--- config.mk ---
export PLATFORM = sky130hd
export DESIGN_NAME = pwm_capture
export DESIGN_NICKNAME = d
export VERILOG_FILES = /design/src/rtl/pwm_capture_pkg.sv /design/src/rtl/pwm_edge_sync.sv /design/src/rtl/pwm_capture.sv
export SDC_FILE = /design/constraint.sdc
export NUM_CORES = 1
export LEC_CHECK = 0
export CORE_ASPECT_RATIO = 0.5
export CORE_MARGIN = 5
export CORE_UTILIZATION = 40
export DETAILED_ROUTE_END_ITERATION = 10
export GPL_ROUTABILITY_DRIVEN = 0
export GPL_TIMING_DRIVEN = 0
export HOLD_SLACK_MARGIN = 0.02
export MAX_ROUTING_LAYER = met4
export PLACE_DENSITY = 0.6
export SYNTH_ARGS = -nofsm -noshare
export SYNTH_HDL_FRONTEND = slang
export SYNTH_SLANG_ARGS = --single-unit
export TNS_END_PERCENT = 10
--- constraint.sdc ---
create_clock -name i_clk -period 3.82 [get_ports i_clk]
set_input_delay 0.382 -clock i_clk [delete_from_list [all_inputs] [get_ports i_clk]]
set_output_delay 0.382 -clock i_clk [all_outputs]
set_load 0.005 [all_outputs]
--- src/rtl/pwm_capture_pkg.sv ---
// Shared constants for the PWM capture block: default counter width and FSM state encoding.
package pwm_capture_pkg;

   localparam int unsigned COUNTER_WIDTH_DEFAULT = 16;

   localparam logic [1:0] ST_IDLE = 2'd0;
   localparam logic [1:0] ST_HIGH = 2'd1;
   localparam logic [1:0] ST_LOW  = 2'd2;

endpackage

--- src/rtl/pwm_edge_sync.sv ---
// Two-flop synchronizer on the PWM line plus a ce-gated previous-level register.
// Emits rise/fall strobes only on ce ticks.
module pwm_edge_sync (
   input  logic clk,
   input  logic rst,
   input  logic ce,
   input  logic pwm,
   output logic rise,
   output logic fall
);

   logic sync1_q;
   logic sync2_q;
   logic prev_q;

   // Reset to 1 so a line already high at reset does not look like a rising edge.
   always_ff @(posedge clk) begin
      if (rst) begin
         sync1_q <= 1'b1;
         sync2_q <= 1'b1;
         prev_q  <= 1'b1;
      end else begin
         sync1_q <= pwm;
         sync2_q <= sync1_q;
         if (ce) begin
            prev_q <= sync2_q;
         end
      end
   end

   assign rise = ce & sync2_q & ~prev_q;
   assign fall = ce & ~sync2_q & prev_q;

endmodule

--- src/rtl/pwm_capture.sv ---
// PWM period/high-time capture: counts ce ticks between edges and publishes
// one {period, duty} pair on every rising edge after lock.
module pwm_capture
   import pwm_capture_pkg::*;
#(
   parameter int unsigned counter_width = COUNTER_WIDTH_DEFAULT
) (
   input  logic                     i_clk,
   input  logic                     i_rst,
   input  logic                     i_ce,
   input  logic                     i_pwm,
   output logic [counter_width-1:0] o_period,
   output logic [counter_width-1:0] o_duty,
   output logic                     o_valid,
   output logic                     o_overflow,
   output logic                     o_locked
);

   localparam logic [counter_width-1:0] CntOne = counter_width'(1);
   localparam logic [counter_width-1:0] CntMax = '1;

   logic                     rise;
   logic                     fall;
   logic [1:0]               state_q, state_d;
   logic [counter_width-1:0] cnt_period_q, cnt_period_d;
   logic [counter_width-1:0] cnt_high_q, cnt_high_d;
   logic [counter_width-1:0] period_q, period_d;
   logic [counter_width-1:0] duty_q, duty_d;
   logic                     valid_q, valid_d;
   logic                     overflow_q, overflow_d;

   pwm_edge_sync u_edge_sync (
      .clk  (i_clk),
      .rst  (i_rst),
      .ce   (i_ce),
      .pwm  (i_pwm),
      .rise (rise),
      .fall (fall)
   );

   always_comb begin
      state_d      = state_q;
      cnt_period_d = cnt_period_q;
      cnt_high_d   = cnt_high_q;
      period_d     = period_q;
      duty_d       = duty_q;
      valid_d      = 1'b0;
      overflow_d   = 1'b0;
      if (i_ce) begin
         case (state_q)
            ST_IDLE: begin
               if (rise) begin
                  cnt_period_d = CntOne;
                  cnt_high_d   = CntOne;
                  state_d      = ST_HIGH;
               end
            end
            ST_HIGH: begin
               // Overflow preempts the wrap; a rise cannot occur while high.
               if (cnt_period_q == CntMax) begin
                  overflow_d = 1'b1;
                  state_d    = ST_IDLE;
               end else if (fall) begin
                  cnt_period_d = cnt_period_q + CntOne;
                  state_d      = ST_LOW;
               end else begin
                  cnt_period_d = cnt_period_q + CntOne;
                  cnt_high_d   = cnt_high_q + CntOne;
               end
            end
            ST_LOW: begin
               // Rise wins over overflow, so a full all-ones period is still captured.
               if (rise) begin
                  period_d     = cnt_period_q;
                  duty_d       = cnt_high_q;
                  valid_d      = 1'b1;
                  cnt_period_d = CntOne;
                  cnt_high_d   = CntOne;
                  state_d      = ST_HIGH;
               end else if (cnt_period_q == CntMax) begin
                  overflow_d = 1'b1;
                  state_d    = ST_IDLE;
               end else begin
                  cnt_period_d = cnt_period_q + CntOne;
               end
            end
            default: begin
               state_d = ST_IDLE;
            end
         endcase
      end
   end

   always_ff @(posedge i_clk) begin
      if (i_rst) begin
         state_q      <= ST_IDLE;
         cnt_period_q <= '0;
         cnt_high_q   <= '0;
         period_q     <= '0;
         duty_q       <= '0;
         valid_q      <= 1'b0;
         overflow_q   <= 1'b0;
      end else begin
         state_q      <= state_d;
         cnt_period_q <= cnt_period_d;
         cnt_high_q   <= cnt_high_d;
         period_q     <= period_d;
         duty_q       <= duty_d;
         valid_q      <= valid_d;
         overflow_q   <= overflow_d;
      end
   end

   assign o_period   = period_q;
   assign o_duty     = duty_q;
   assign o_valid    = valid_q;
   assign o_overflow = overflow_q;
   assign o_locked   = (state_q != ST_IDLE);

endmodule

==> impl_metrics.tcl <==
set metrics [dict create \
    fillCellCount 768 \
    outcome "finished clean" \
    io_pins 39 \
    remaining_drc_errors 0 \
    grt_pass1_wl_mm 13.2 \
    min_period_ps 2280 \
    synth.cell_area_um2 3300 \
    power.leakage_nw 1.42 \
    tightest_slew_ps 798 \
    clock_path_buffers 2 \
    achievable-frequency_mhz 438 \
    ys.warnings.count 0 \
    die_y_um 74.2 \
    place_hpwl_mm 5.77 \
    via_per_inst 5.27 \
    synth_simple_gate_area_frac 0.300 \
    setup-tns-final_ps 0 \
    intPower_mw 1.46 \
    synth_mux_area_frac 0.0155 \
    path_clk_slew_ps 60 \
    p_comb_frac 0.026 \
    timing.final.ws_setup_ps 1540 \
    die_w_um 138 \
    clock_latency_ps 340 \
    rsz0062_at_grt "false" \
    maxCapViolations 0 \
    synth-xor-area-share 0.0504 \
    nets 446 \
    routed-via-count 2916 \
    synth_edf_count 0 \
    switching_share 0.197 \
    endpoint "cnt_period_q[14]$_SDFFE_PP0P_" \
    crit_type "register to register" \
    synth_top_family_by_area "simple AND/OR/NAND/NOR gates" \
    drt.antenna.violating_nets 0 \
    wl_per_cell_um 14.4 \
    critPathArrivalTime_ps 2500 \
    cts_tree "yes" \
    r2r-start "state_q[1]$_SDFFE_PP0P_" \
    yosys_most_used_dff "dfxtp_1" \
    peakVddDrop_v 0.000238 \
    io_buffers 37 \
    synth_compound_area_frac 0.136 \
    wirelength_mm 7.97 \
    rows 23 \
    syn_area_per_cell_um2 8.50 \
    reg2regPathDepth 8 \
    critPathLaunch "state_q[1]$_SDFFE_PP0P_" \
    fin_skew_ps 8.02 \
    slew_viol_final 0 \
    clockRootBuffer "clkbuf_16" \
    switchingPower_uw 359 \
    end_kind "register" \
    ys_seq_area_frac 0.431 \
    htree_levels 3 \
    area.growth.synth_to_final_pct 26.7 \
    drt_iter0_markers 203 \
    antenna_cells 0 \
    cts-resized-gates 0 \
    grt.overflow.total 0 \
    synth_adder_area_share 0.0228 \
    dieArea_um2 10300 \
    antenna_found_initial 0 \
    grt_pass1_vias 2800 \
    numCtsBuffers 9 \
    synthArstFlopShare 0 \
    cts_setup_buffers 0 \
    path_max_fanout 10 \
    ys_seq_elements 71 \
    drt_first_pass_iters 4 \
    hold_class "register to register" \
    grt_max_degree 14 \
    initial_core_util 0.411 \
    final.period_utilization 0.597 \
    startpoint_type "register" \
    syn_nets 398 \
    slew-limit-headroom 0.467 \
    worstReg2RegEnd "cnt_period_q[14]$_SDFFE_PP0P_" \
    p_clk_frac 0.565 \
    dp_slack_ps 1310 \
    powerDensity_nw_per_um2 436 \
    cp_data_required_time_ps 4040 \
    core_area_um2 8030 \
    clock_sinks 71 \
    drive_above_1_share 0.104 \
    final-setup-viol-count 0 \
    grtUsageTotal 0.167 \
    post_synth_num_cell_types 57 \
    rrSetupSlack_ps 1540 \
    power_frac_seq 0.409 \
    finalHoldViolations 0 \
    synthCells 388 \
    hold_buffers 0 \
]
## metrics by stage
| step | cell area, µm² | utilization | power, mW | instances | hold slack (ps) |
|---|---|---|---|---|---|
| final | 4180 | 0.520 | 1.82 | 553 | 408 |
| after global routing | 4180 | 0.520 | 1.88 | 553 | 419 |
| after CTS | 4180 | 0.520 | 1.85 | 553 | 409 |
| after detailed placement | 3810 | 0.475 | 0.809 | 537 | 396 |
| after global placement | 3810 | 0.475 | 0.808 | 537 | 393 |
| after floorplan | 3300 | - | 0.794 | 388 | 389 |
## synthesized netlist by cell type (3+ instances only)
cell,count,area share
xnor2_1,13,0.035
and4_1,4,0.011
ha_1,6,0.023
nor2_1,32,0.036
nand2b_1,4,0.0076
nand2_1,76,0.086
nor3_1,8,0.012
clkbuf_1,12,0.014
o21ai_0,3,0.0045
or2_2,4,0.0076
nand4_1,14,0.027
nor4_1,11,0.021
nor4b_1,3,0.0080
nand3_1,10,0.015
xor2_1,6,0.016
o211ai_1,5,0.011
buf_2,6,0.0091
and3_1,8,0.015
a31oi_1,3,0.0057
buf_6,3,0.010
inv_1,5,0.0057
dfxtp_1,71,0.43
mux2i_1,4,0.012
a21oi_1,38,0.058
## worst max-delay path, cell delays in order (launching register included)
cell	delay [ps]
dfxtp_1	360
inv_1	70
ha_1	170
buf_2	180
o311ai_2	720
nand2_1	170
nand2_1	150
buf_2	250
nor3_1	80
## registers in the layout, indices dropped and copies added, names as in the netlist
signal and cells:
o_overflow 1, o_duty 16, o_valid 1, u_edge_sync.prev_q 1, state_q 2, u_edge_sync.sync2_q 1
cnt_period_q 16, u_edge_sync.sync1_q 1, cnt_high_q 16, o_period 16
## how the worst min path moves through the flow
stage,startpoint,to,depth (start not counted)
2_1_floorplan,u_edge_sync.sync1_q$_SDFF_PP1_,u_edge_sync.sync2_q$_SDFF_PP1_,1
3_3_place_gp,u_edge_sync.sync1_q$_SDFF_PP1_,u_edge_sync.sync2_q$_SDFF_PP1_,1
3_5_place_dp,u_edge_sync.sync1_q$_SDFF_PP1_,u_edge_sync.sync2_q$_SDFF_PP1_,1
4_1_cts,u_edge_sync.sync1_q$_SDFF_PP1_,u_edge_sync.sync2_q$_SDFF_PP1_,1
5_1_grt,u_edge_sync.sync1_q$_SDFF_PP1_,u_edge_sync.sync2_q$_SDFF_PP1_,1
6_report,u_edge_sync.sync1_q$_SDFF_PP1_,u_edge_sync.sync2_q$_SDFF_PP1_,1
## power by group through the flow
stage / registers [mW] / logic [mW] / clock network [mW]
2_1_floorplan: 0.761 / 0.0329 / 0
3_3_place_gp: 0.762 / 0.0459 / 0
3_5_place_dp: 0.762 / 0.0466 / 0
4_1_cts: 0.746 / 0.0468 / 1.06
5_1_grt: 0.746 / 0.0513 / 1.09
6_report: 0.746 / 0.0469 / 1.03
## final cells by class
cell class                      count  area (µm²)  area share
Sequential cell                    71        1420       0.340
Clock buffer                        9         225      0.0539
Clock inverter                      7         144      0.0344
Inverter                            5        18.8     0.00449
Tap cell                          112         140      0.0335
Multi-Input combinational cell    288        1730       0.414
Timing Repair Buffer               37         370      0.0886
Buffer                             24         129      0.0308
## cells in the final DEF (no fill, tap or decap), types with 4 or more instances in the layout
cell type	netlist	final
ha_1	6	6
buf_2	6	6
nor3_1	8	8
mux2i_1	4	4
nor2_1	32	32
nand4_1	14	14
inv_1	5	5
nand2_1	76	76
dfxtp_1	71	71
a21oi_1	38	38
nand2b_1	4	4
and4_1	4	4
or2_2	4	4
clkbuf_1	12	12
bufinv_16	0	4
o211ai_1	5	5
and3_1	8	8
nor4_1	11	11
xor2_1	6	6
clkdlybuf4s50_1	0	37
clkbuf_16	0	9
nand3_1	10	10
xnor2_1	13	13
## layer usage
metal | vias up | GRT usage | routed length [µm]
met2 | 60 | 0.278 | 3780
met1 | 1378 | 0.196 | 3840
met3 | 2 | 0.0443 | 298
li1 | 1476 | - | -
met5 | - | - | 0
met4 | 0 | 0.0679 | 41
## logic make-up after synthesis
family	after synthesis
AOI/OAI and AO/OA	68
xor gates and xnor gates	19
adders and majority gates	6
buffers and inverters	29
DFF	71
muxes	5
and+or+nand+nor	190
Note: power is estimated with default switching activity, not from simulation.
